===== config.mk =====
export PLATFORM = sky130hd
export DESIGN_NAME = lsu_flat
export DESIGN_NICKNAME = d
export VERILOG_FILES = /design/src/rtl/lsu_pkg.sv /design/src/rtl/lsu_if.sv /design/src/rtl/lsu_ld_fmt.sv /design/src/rtl/lsu.sv /design/src/flat_wrapper.sv
export SDC_FILE = /design/constraint.sdc
export NUM_CORES = 1
export LEC_CHECK = 0
export ABC_AREA = 1
export BUFFER_PORTS_ARGS = -buffer_cell sky130_fd_sc_hd__buf_2
export CORE_MARGIN = 2
export CORE_UTILIZATION = 45
export CTS_CLUSTER_DIAMETER = 120
export DETAILED_ROUTE_END_ITERATION = 8
export PLACE_DENSITY_LB_ADDON = 0.08
export RECOVER_POWER = 100
export SETUP_SLACK_MARGIN = 0.4
export SLEW_MARGIN = 20
export SYNTH_ARGS = -nofsm -noshare
export SYNTH_HDL_FRONTEND = slang
export SYNTH_SLANG_ARGS = --single-unit

===== constraint.sdc =====
create_clock -name clk -period 4.6 [get_ports clk]
set_clock_uncertainty 0.15 [all_clocks]
set_input_delay 0.46 -clock clk [delete_from_list [all_inputs] [get_ports clk]]
set_output_delay 0.46 -clock clk [all_outputs]
set_load 0.05 [all_outputs]

===== src/rtl/lsu_pkg.sv =====
// ---------------------------------------------------------------------------
// lsu_pkg
//   Shared definitions for the load/store unit: widths, size and state
//   encodings, the pending-response record, and the byte-lane helper used
//   to decide whether an access spans two RAM words.
// ---------------------------------------------------------------------------
package lsu_pkg;

    localparam int AW = 32;
    localparam int DW = 32;
    localparam int MW = DW / 8;

    // Legacy bus-width names still used by neighbouring pipeline code.
    localparam int MemAddrBus = AW;
    localparam int InstBus    = 32;
    localparam int MemUnit    = 8;

    localparam logic [1:0] LSU_SIZE_B = 2'd0;
    localparam logic [1:0] LSU_SIZE_H = 2'd1;
    localparam logic [1:0] LSU_SIZE_W = 2'd2;

    typedef enum logic {
        LSU_IDLE   = 1'b0,
        LSU_SPLIT2 = 1'b1
    } lsu_state_t;

    // Everything the response cycle needs to format load data.
    typedef struct packed {
        logic       valid;
        logic       is_load;
        logic [1:0] size;
        logic       is_unsigned;
        logic [1:0] off;
        logic       split;
    } pend_t;

    // Byte lanes touched across two consecutive words; size 3 acts as word.
    function automatic logic [7:0] lane_span(input logic [1:0] size,
                                             input logic [1:0] off);
        logic [7:0] m;
        case (size)
            LSU_SIZE_B: m = 8'h01;
            LSU_SIZE_H: m = 8'h03;
            default:    m = 8'h0F;
        endcase
        return m << off;
    endfunction

endpackage


===== src/rtl/lsu_if.sv =====
// ---------------------------------------------------------------------------
// lsu_if
//   Request/response handshake from the memory-access stage plus the data
//   RAM port of the load/store unit.
//   Request : req_valid, req_ready, req_we, req_size, req_unsigned,
//             req_addr, req_wdata
//   Response: rsp_valid, rsp_rdata
//   RAM     : ram_addr, ram_din, ram_cs, ram_we, ram_wem, ram_dout
//   Modports: slave = the lsu itself, master = pipeline stage + RAM side.
// ---------------------------------------------------------------------------
interface lsu_if #(
    parameter int AW = lsu_pkg::AW,
    parameter int DW = lsu_pkg::DW,
    parameter int MW = lsu_pkg::MW
);
    logic          req_valid;
    logic          req_ready;
    logic          req_we;
    logic [1:0]    req_size;
    logic          req_unsigned;
    logic [AW-1:0] req_addr;
    logic [DW-1:0] req_wdata;

    logic          rsp_valid;
    logic [DW-1:0] rsp_rdata;

    logic [AW-1:0] ram_addr;
    logic [DW-1:0] ram_din;
    logic          ram_cs;
    logic          ram_we;
    logic [MW-1:0] ram_wem;
    logic [DW-1:0] ram_dout;

    modport slave (
        input  req_valid, req_we, req_size, req_unsigned, req_addr, req_wdata,
        input  ram_dout,
        output req_ready, rsp_valid, rsp_rdata,
        output ram_addr, ram_din, ram_cs, ram_we, ram_wem
    );

    modport master (
        output req_valid, req_we, req_size, req_unsigned, req_addr, req_wdata,
        output ram_dout,
        input  req_ready, rsp_valid, rsp_rdata,
        input  ram_addr, ram_din, ram_cs, ram_we, ram_wem
    );

endinterface


===== src/rtl/lsu_ld_fmt.sv =====
// ---------------------------------------------------------------------------
// lsu_ld_fmt
//   Combinational load formatter: shifts a two-word window right by the byte
//   offset, keeps the requested number of bytes and sign/zero-extends.
//   Ports: data (64-bit window, high word = second RAM word), off, size,
//          is_unsigned, result (DW-bit extended load value).
// ---------------------------------------------------------------------------
module lsu_ld_fmt
    import lsu_pkg::*;
(
    input  logic [2*DW-1:0] data,
    input  logic [1:0]      off,
    input  logic [1:0]      size,
    input  logic            is_unsigned,
    output logic [DW-1:0]   result
);

    logic [DW-1:0] win;

    always_comb begin
        win = DW'(data >> {off, 3'b000});
        case (size)
            LSU_SIZE_B: result = is_unsigned ? {{(DW-8){1'b0}}, win[7:0]}
                                             : {{(DW-8){win[7]}}, win[7:0]};
            LSU_SIZE_H: result = is_unsigned ? {{(DW-16){1'b0}}, win[15:0]}
                                             : {{(DW-16){win[15]}}, win[15:0]};
            default:    result = win;
        endcase
    end

endmodule


===== src/rtl/lsu.sv =====
// ---------------------------------------------------------------------------
// lsu
//   Load/store unit between the memory-access stage and the data RAM.
//   Accepts one request per cycle, converts size/offset into word-aligned
//   RAM accesses with byte write masks, splits word-crossing accesses into
//   two RAM cycles and returns extended load data one cycle after the last
//   RAM access.
//   Ports: clk, rst_n (synchronous, active-low), bus (lsu_if.slave).
// ---------------------------------------------------------------------------
module lsu
    import lsu_pkg::*;
(
    input  logic clk,
    input  logic rst_n,
    lsu_if.slave bus
);

    lsu_state_t      state, state_next;
    pend_t           pend, pend_next;
    logic [DW-1:0]   hold, hold_next;
    logic            latch_en;

    logic [1:0]      off;
    logic [7:0]      lanes;
    logic            split_req;

    logic            lat_we;
    logic            lat_uns;
    logic [1:0]      lat_size;
    logic [1:0]      lat_off;
    logic [3:0]      lat_wem_hi;
    logic [AW-3:0]   lat_word;
    logic [DW-1:0]   lat_wdata;
    logic [5:0]      hi_shift;

    logic [2*DW-1:0] fmt_data;
    logic [DW-1:0]   fmt_result;

    assign off       = bus.req_addr[1:0];
    assign lanes     = lane_span(bus.req_size, off);
    assign split_req = |lanes[7:4];

    // Bytes of the store that spill into the second word sit at the top of
    // req_wdata; shifting right by 32-8*off brings them down to lane 0.
    assign hi_shift  = 6'd32 - {1'b0, lat_off, 3'b000};

    // Next state, RAM drive and the pending-response record.
    always_comb begin
        state_next    = state;
        pend_next     = '0;
        hold_next     = hold;
        latch_en      = 1'b0;
        bus.req_ready = 1'b0;
        bus.ram_cs    = 1'b0;
        bus.ram_we    = 1'b0;
        bus.ram_wem   = '0;
        bus.ram_addr  = '0;
        bus.ram_din   = '0;

        case (state)
            LSU_IDLE: begin
                bus.req_ready = 1'b1;
                if (bus.req_valid) begin
                    bus.ram_cs   = 1'b1;
                    bus.ram_we   = bus.req_we;
                    bus.ram_addr = {bus.req_addr[AW-1:2], 2'b00};
                    bus.ram_wem  = bus.req_we ? lanes[3:0] : 4'b0000;
                    bus.ram_din  = bus.req_wdata << {off, 3'b000};
                    if (split_req) begin
                        latch_en   = 1'b1;
                        state_next = LSU_SPLIT2;
                    end else begin
                        pend_next.valid       = 1'b1;
                        pend_next.is_load     = ~bus.req_we;
                        pend_next.size        = bus.req_size;
                        pend_next.is_unsigned = bus.req_unsigned;
                        pend_next.off         = off;
                        pend_next.split       = 1'b0;
                    end
                end
            end

            LSU_SPLIT2: begin
                bus.ram_cs   = 1'b1;
                bus.ram_we   = lat_we;
                bus.ram_addr = {lat_word, 2'b00} + AW'(4);
                bus.ram_wem  = lat_we ? lat_wem_hi : 4'b0000;
                bus.ram_din  = lat_wdata >> hi_shift;
                // First word of a split load arrives now; keep it for the
                // response cycle when the second word shows up.
                if (!lat_we) begin
                    hold_next = bus.ram_dout;
                end
                pend_next.valid       = 1'b1;
                pend_next.is_load     = ~lat_we;
                pend_next.size        = lat_size;
                pend_next.is_unsigned = lat_uns;
                pend_next.off         = lat_off;
                pend_next.split       = 1'b1;
                state_next            = LSU_IDLE;
            end

            default: state_next = LSU_IDLE;
        endcase

        if (!rst_n) begin
            bus.req_ready = 1'b0;
            bus.ram_cs    = 1'b0;
            bus.ram_we    = 1'b0;
            bus.ram_wem   = '0;
            latch_en      = 1'b0;
        end
    end

    // State, pending record and hold register.
    always_ff @(posedge clk) begin
        if (!rst_n) begin
            state <= LSU_IDLE;
            pend  <= '0;
            hold  <= '0;
        end else begin
            state <= state_next;
            pend  <= pend_next;
            hold  <= hold_next;
        end
    end

    // Request fields needed for the second half of a split access.
    always_ff @(posedge clk) begin
        if (latch_en) begin
            lat_we     <= bus.req_we;
            lat_uns    <= bus.req_unsigned;
            lat_size   <= bus.req_size;
            lat_off    <= off;
            lat_wem_hi <= lanes[7:4];
            lat_word   <= bus.req_addr[AW-1:2];
            lat_wdata  <= bus.req_wdata;
        end
    end

    assign fmt_data = pend.split ? {bus.ram_dout, hold} : {{DW{1'b0}}, bus.ram_dout};

    lsu_ld_fmt u_ld_fmt (
        .data        (fmt_data),
        .off         (pend.off),
        .size        (pend.size),
        .is_unsigned (pend.is_unsigned),
        .result      (fmt_result)
    );

    assign bus.rsp_valid = rst_n & pend.valid;
    assign bus.rsp_rdata = (rst_n & pend.valid & pend.is_load) ? fmt_result : '0;

endmodule


===== src/flat_wrapper.sv =====
// flat-port wrapper written by rule: the top's interface ports become plain ports
module lsu_flat import lsu_pkg::*;
  (clk, rst_n, bus_req_valid, bus_req_we, bus_req_size, bus_req_unsigned, bus_req_addr, bus_req_wdata, bus_ram_dout, bus_req_ready, bus_rsp_valid, bus_rsp_rdata, bus_ram_addr, bus_ram_din, bus_ram_cs, bus_ram_we, bus_ram_wem);
  lsu_if bus_i ();
  input  logic clk;
  input  logic rst_n;
  input wire logic [$bits(bus_i.req_valid)-1:0] bus_req_valid;
  input wire logic [$bits(bus_i.req_we)-1:0] bus_req_we;
  input wire logic [$bits(bus_i.req_size)-1:0] bus_req_size;
  input wire logic [$bits(bus_i.req_unsigned)-1:0] bus_req_unsigned;
  input wire logic [$bits(bus_i.req_addr)-1:0] bus_req_addr;
  input wire logic [$bits(bus_i.req_wdata)-1:0] bus_req_wdata;
  input wire logic [$bits(bus_i.ram_dout)-1:0] bus_ram_dout;
  output wire logic [$bits(bus_i.req_ready)-1:0] bus_req_ready;
  output wire logic [$bits(bus_i.rsp_valid)-1:0] bus_rsp_valid;
  output wire logic [$bits(bus_i.rsp_rdata)-1:0] bus_rsp_rdata;
  output wire logic [$bits(bus_i.ram_addr)-1:0] bus_ram_addr;
  output wire logic [$bits(bus_i.ram_din)-1:0] bus_ram_din;
  output wire logic [$bits(bus_i.ram_cs)-1:0] bus_ram_cs;
  output wire logic [$bits(bus_i.ram_we)-1:0] bus_ram_we;
  output wire logic [$bits(bus_i.ram_wem)-1:0] bus_ram_wem;
  assign bus_i.req_valid = bus_req_valid;
  assign bus_i.req_we = bus_req_we;
  assign bus_i.req_size = bus_req_size;
  assign bus_i.req_unsigned = bus_req_unsigned;
  assign bus_i.req_addr = bus_req_addr;
  assign bus_i.req_wdata = bus_req_wdata;
  assign bus_i.ram_dout = bus_ram_dout;
  assign bus_req_ready = bus_i.req_ready;
  assign bus_rsp_valid = bus_i.rsp_valid;
  assign bus_rsp_rdata = bus_i.rsp_rdata;
  assign bus_ram_addr = bus_i.ram_addr;
  assign bus_ram_din = bus_i.ram_din;
  assign bus_ram_cs = bus_i.ram_cs;
  assign bus_ram_we = bus_i.ram_we;
  assign bus_ram_wem = bus_i.ram_wem;
  lsu u_core (.clk(clk), .rst_n(rst_n), .bus(bus_i));
endmodule

==> results.env <==
CTS_RESIZED=0
SYNTH.TOP_CELLS.BY_AREA='edfxtp_1 (28%), nand2_1 (19%), dfxtp_1 (11%), nor2_1 (8.1%), o21ai_0 (6.2%)'
REGISTER_AREA_SHARE_AFTER_SYNTHESIS_PCT=38.64
TRACK_USAGE_PCT=25.53
POST_DRT_VIA_CELL_RATIO=5.341
DIE_H_UM=134.3
YS_FF_LATCH=112
WORST_EP_ARRIVAL_TIME_PS=3240
GRT_FIRST_PASS_WIRELENGTH_UM=37140
AVGROUTEDWIREPERCELL_UM=15.27
TIMING.FMAX_GHz=0.2598
POWER.LEAKAGE_nW=3.693
HOLD_VIOLATIONS=0
INITIAL_CORE_UTIL_PCT=46.08
CLK_PIN_SLEW_WORST_PATHS_PS=80
MAX-CLOCK-PATH-BUFFERS=2
GRT_MAX_DEGREE=72
CHIPWIDTH_UM=134.3
POST_SYNTH.CELL_AREA_AVG_UM2=6.757
ROUTE.VIAS.TOTAL=8102
MAX_SLEW_MARGIN_PCT=-21.68
HOLDBUFCOUNTCTS=0
R2R_CELLS=6
FINALNETCOUNT=1397
MIN_PATH_CELLS=1
SYNTH_EDF_COUNT=71
SYNTHCELLS=1131
POWERDENSITY_nW_PER_UM2=277.9
WORST_HOLD_STARTPOINT='bus_req_addr[12]'
FINAL_CELL_AREA_UM2=8805
ANTENNA_VIOLATING_NETS_LEFT=0
TIMING.FINAL.MAX_SLEW_VIOLATIONS=77
SYNTH_TOP_CELL_AREA_SHARE_PCT=27.90
ANTENNA_FOUND_INITIAL=0
YS.FLOP_TYPE='edfxtp_1'
VDD_IR_MAX_mV=0.2065
DETAILED_PLACE.AREA_UM2=8721
CTS_BUFFER_COUNT=9
MAX_CAP_VIOLS=2
YOSYS_WARNINGS=0
CRIT_TYPE='input port to output pin'
SYNTH_AREA_UM2=7642
CTSHTREEMAXLEVEL=3
GP_ROUTABILITY_CONGESTION=0.9188
SETUP_VIOL_COUNT_FINAL=0
RUN_STATUS='finished, violations left'
DRC=0
FP.DIEAREA_UM2=18040
FINALSETUPTNS_PS=0
CRITICAL_PATH.REG2REG.STARTPOINT='u_core.state'
CLOCKROOTBUFFER='clkbuf_16'
POST-SYNTH-TOP-AREA-CELL='edfxtp_1'
SYNTH.CELLS.MOST_FREQUENT='nand2_1 (378), nor2_1 (165), o21ai_0 (95), edfxtp_1 (71), inv_1 (65)'
POST_CTS_BUFFERS=0
CLOCK_SINKS=112
ANTENNA_CELLS=0
FIRST_GLOBAL_VIAS=7330
CELLS_AFTER_DPL=1501
CTS_TREE='built'
DPL.HPWL_UM=16470
WORST-R2R-SETUP-SLACK_PS=1800
INSERTION_DELAY_PS=360
TIMING.CRITICAL_PATH.FROM_TYPE='input port'
FINAL_PERIOD_MINUS_WORST_SETUP_SLACK_PS=3848
DRT_PASS1_ITERATIONS=5
VIOLATIONS='max-capacitance violations, max-slew violations'
CRIT_REQUIRED_PS=3990
REGTOREGENDPOINT='u_core.lat_wem_hi[1]'
YOSYSMOSTFREQUENTCELL='nand2_1'
TOTAL_POWER_W=0.002447
I_O_PINS=207
LAYOUT-DRIVE-GT1-SHARE_PCT=9.098
CRITPATHCAPTURETYPE='output pin'
FINAL.FILL_COUNT=1796
FP-ROW-COUNT=47
DRTITER0DRC=769
FLOW.AREA_GROWTH_FROM_SYNTHESIS_PCT=15.21
TIMING.HOLD.WORST_ENDPOINT='u_core.lat_word[10]'
CRITPATHMAXFANOUT=19
LAYOUT.CELLS.NON_FILLER=1517
PLACEABLE_CORE_AREA_UM2=16580
PLACEMENT.IO_BUFFERS=204
GRT_REMAINING_OVERFLOW=0
RSZ0062_AT_GRT='false'
YOSYS.CELL_TYPES.COUNT=46
DRT_TOTAL_WL_UM=23170
TIMING.FINAL.CRIT_SHARE_PCT=83.66
TIMING_WORST_SLEW_PIN_VALUE_PS=1825
ASYNC_RESET_FF_SHARE_PCT=0
HOLDCRITPATHCLASS='input port to flop'
-- cell usage in the layout, fill, tap and decap left out, drive strengths merged, types with 2 or more instances in the layout --
cell type,n
o211ai,7
o311ai,15
o21ai,98
edfxtp,71
inv,72
xor2,8
nor3,7
conb,2
nor2,177
or2,12
nand3b,4
o221ai,16
nand4,6
ha,2
a31oi,4
a21oi,50
o22ai,2
clkinv,5
clkbuf,161
nand3,67
a211oi,3
mux2i,11
buf,64
xnor2,2
dfxtp,41
nand2,384
-- metal layers --
layer,wire length [µm],global-route usage [%]
met5,0,0
met2,10380,40.14
met3,1868,5.102
met1,10580,35.96
met4,347,6.784
-- logic make-up after synthesis --
| logic type | count (synthesis) | share of synthesized area [%] |
|---|---|---|
| AOI/OAI and AO/OA | 199 | 15.19 |
| xor gates and xnor gates | 10 | 1.146 |
| adders and majority gates | 2 | 0.3274 |
| buffers and inverters | 138 | 7.646 |
| DFF | 112 | 38.64 |
| muxes | 11 | 1.441 |
| other | 1 | 0.04907 |
| and+or+nand+nor | 658 | 35.56 |
-- worst max-delay path by stage --
stage                 startpoint           endpoint  slack [ps]  cells past startpoint
3_5_place_dp   u_core.lat_off[0]    bus_ram_din[11]        1350                      9
6_report         bus_req_addr[1]     bus_ram_din[3]         750                      7
2_1_floorplan  u_core.lat_off[0]     bus_ram_din[0]         690                      9
3_3_place_gp   u_core.lat_off[0]    bus_ram_din[11]        1410                      9
4_1_cts        u_core.lat_off[0]    bus_ram_din[11]         960                      9
5_1_grt                    rst_n  bus_rsp_rdata[18]         420                      8
-- stage by stage --
| stage | hold WS [ps] | setup slack (ps) | util, % |
|---|---|---|---|
| 6_report | 133.3 | 751.5 | 53.09 |
| 5_1_grt | 120.4 | 416.3 | 53.09 |
| 4_1_cts | 120.0 | 960.0 | 54.29 |
| 3_5_place_dp | 297.8 | 1352 | 52.59 |
| 3_3_place_gp | 284.9 | 1415 | 52.59 |
| 2_1_floorplan | 271.5 | 688.1 | - |
-- critical path, cell delays in order --
cell      delay [ps]
clkbuf_1         660
inv_1            330
nand2_1          620
inv_1            450
nand2_1          140
o311ai_0         220
clkbuf_1         360
-- state kept, by name, summed over array words and instances, names as in the netlist --
register	count
u_core.hold	32
u_core.lat_size	2
u_core.pend	8
u_core.lat_word	30
u_core.state	1
u_core.lat_uns	1
u_core.lat_off	2
u_core.lat_we	1
u_core.lat_wdata	32
u_core.lat_wem_hi	3
-- area by class of cell --
type                       instances  area [µm²]  area share, %
clock inverter                     6       42.54         0.4832
multi-input combinational        882        4113          46.71
inverter                          72       270.3          3.069
timing repair buffer             215       912.1          10.36
sequential                       112        2953          33.54
clock buffer                      10       239.0          2.714
tap                              220       275.3          3.126
-- report_power, final --
part	internal (W)	total, W	leakage [nW]	switching [W]
Combinational	0.000132	0.000551	2.57	0.000419
Clock	0.000385	0.000770	0.137	0.000385
Sequential	0.00111	0.00113	0.983	0.0000197
Power figures use the tool's default switching activity.
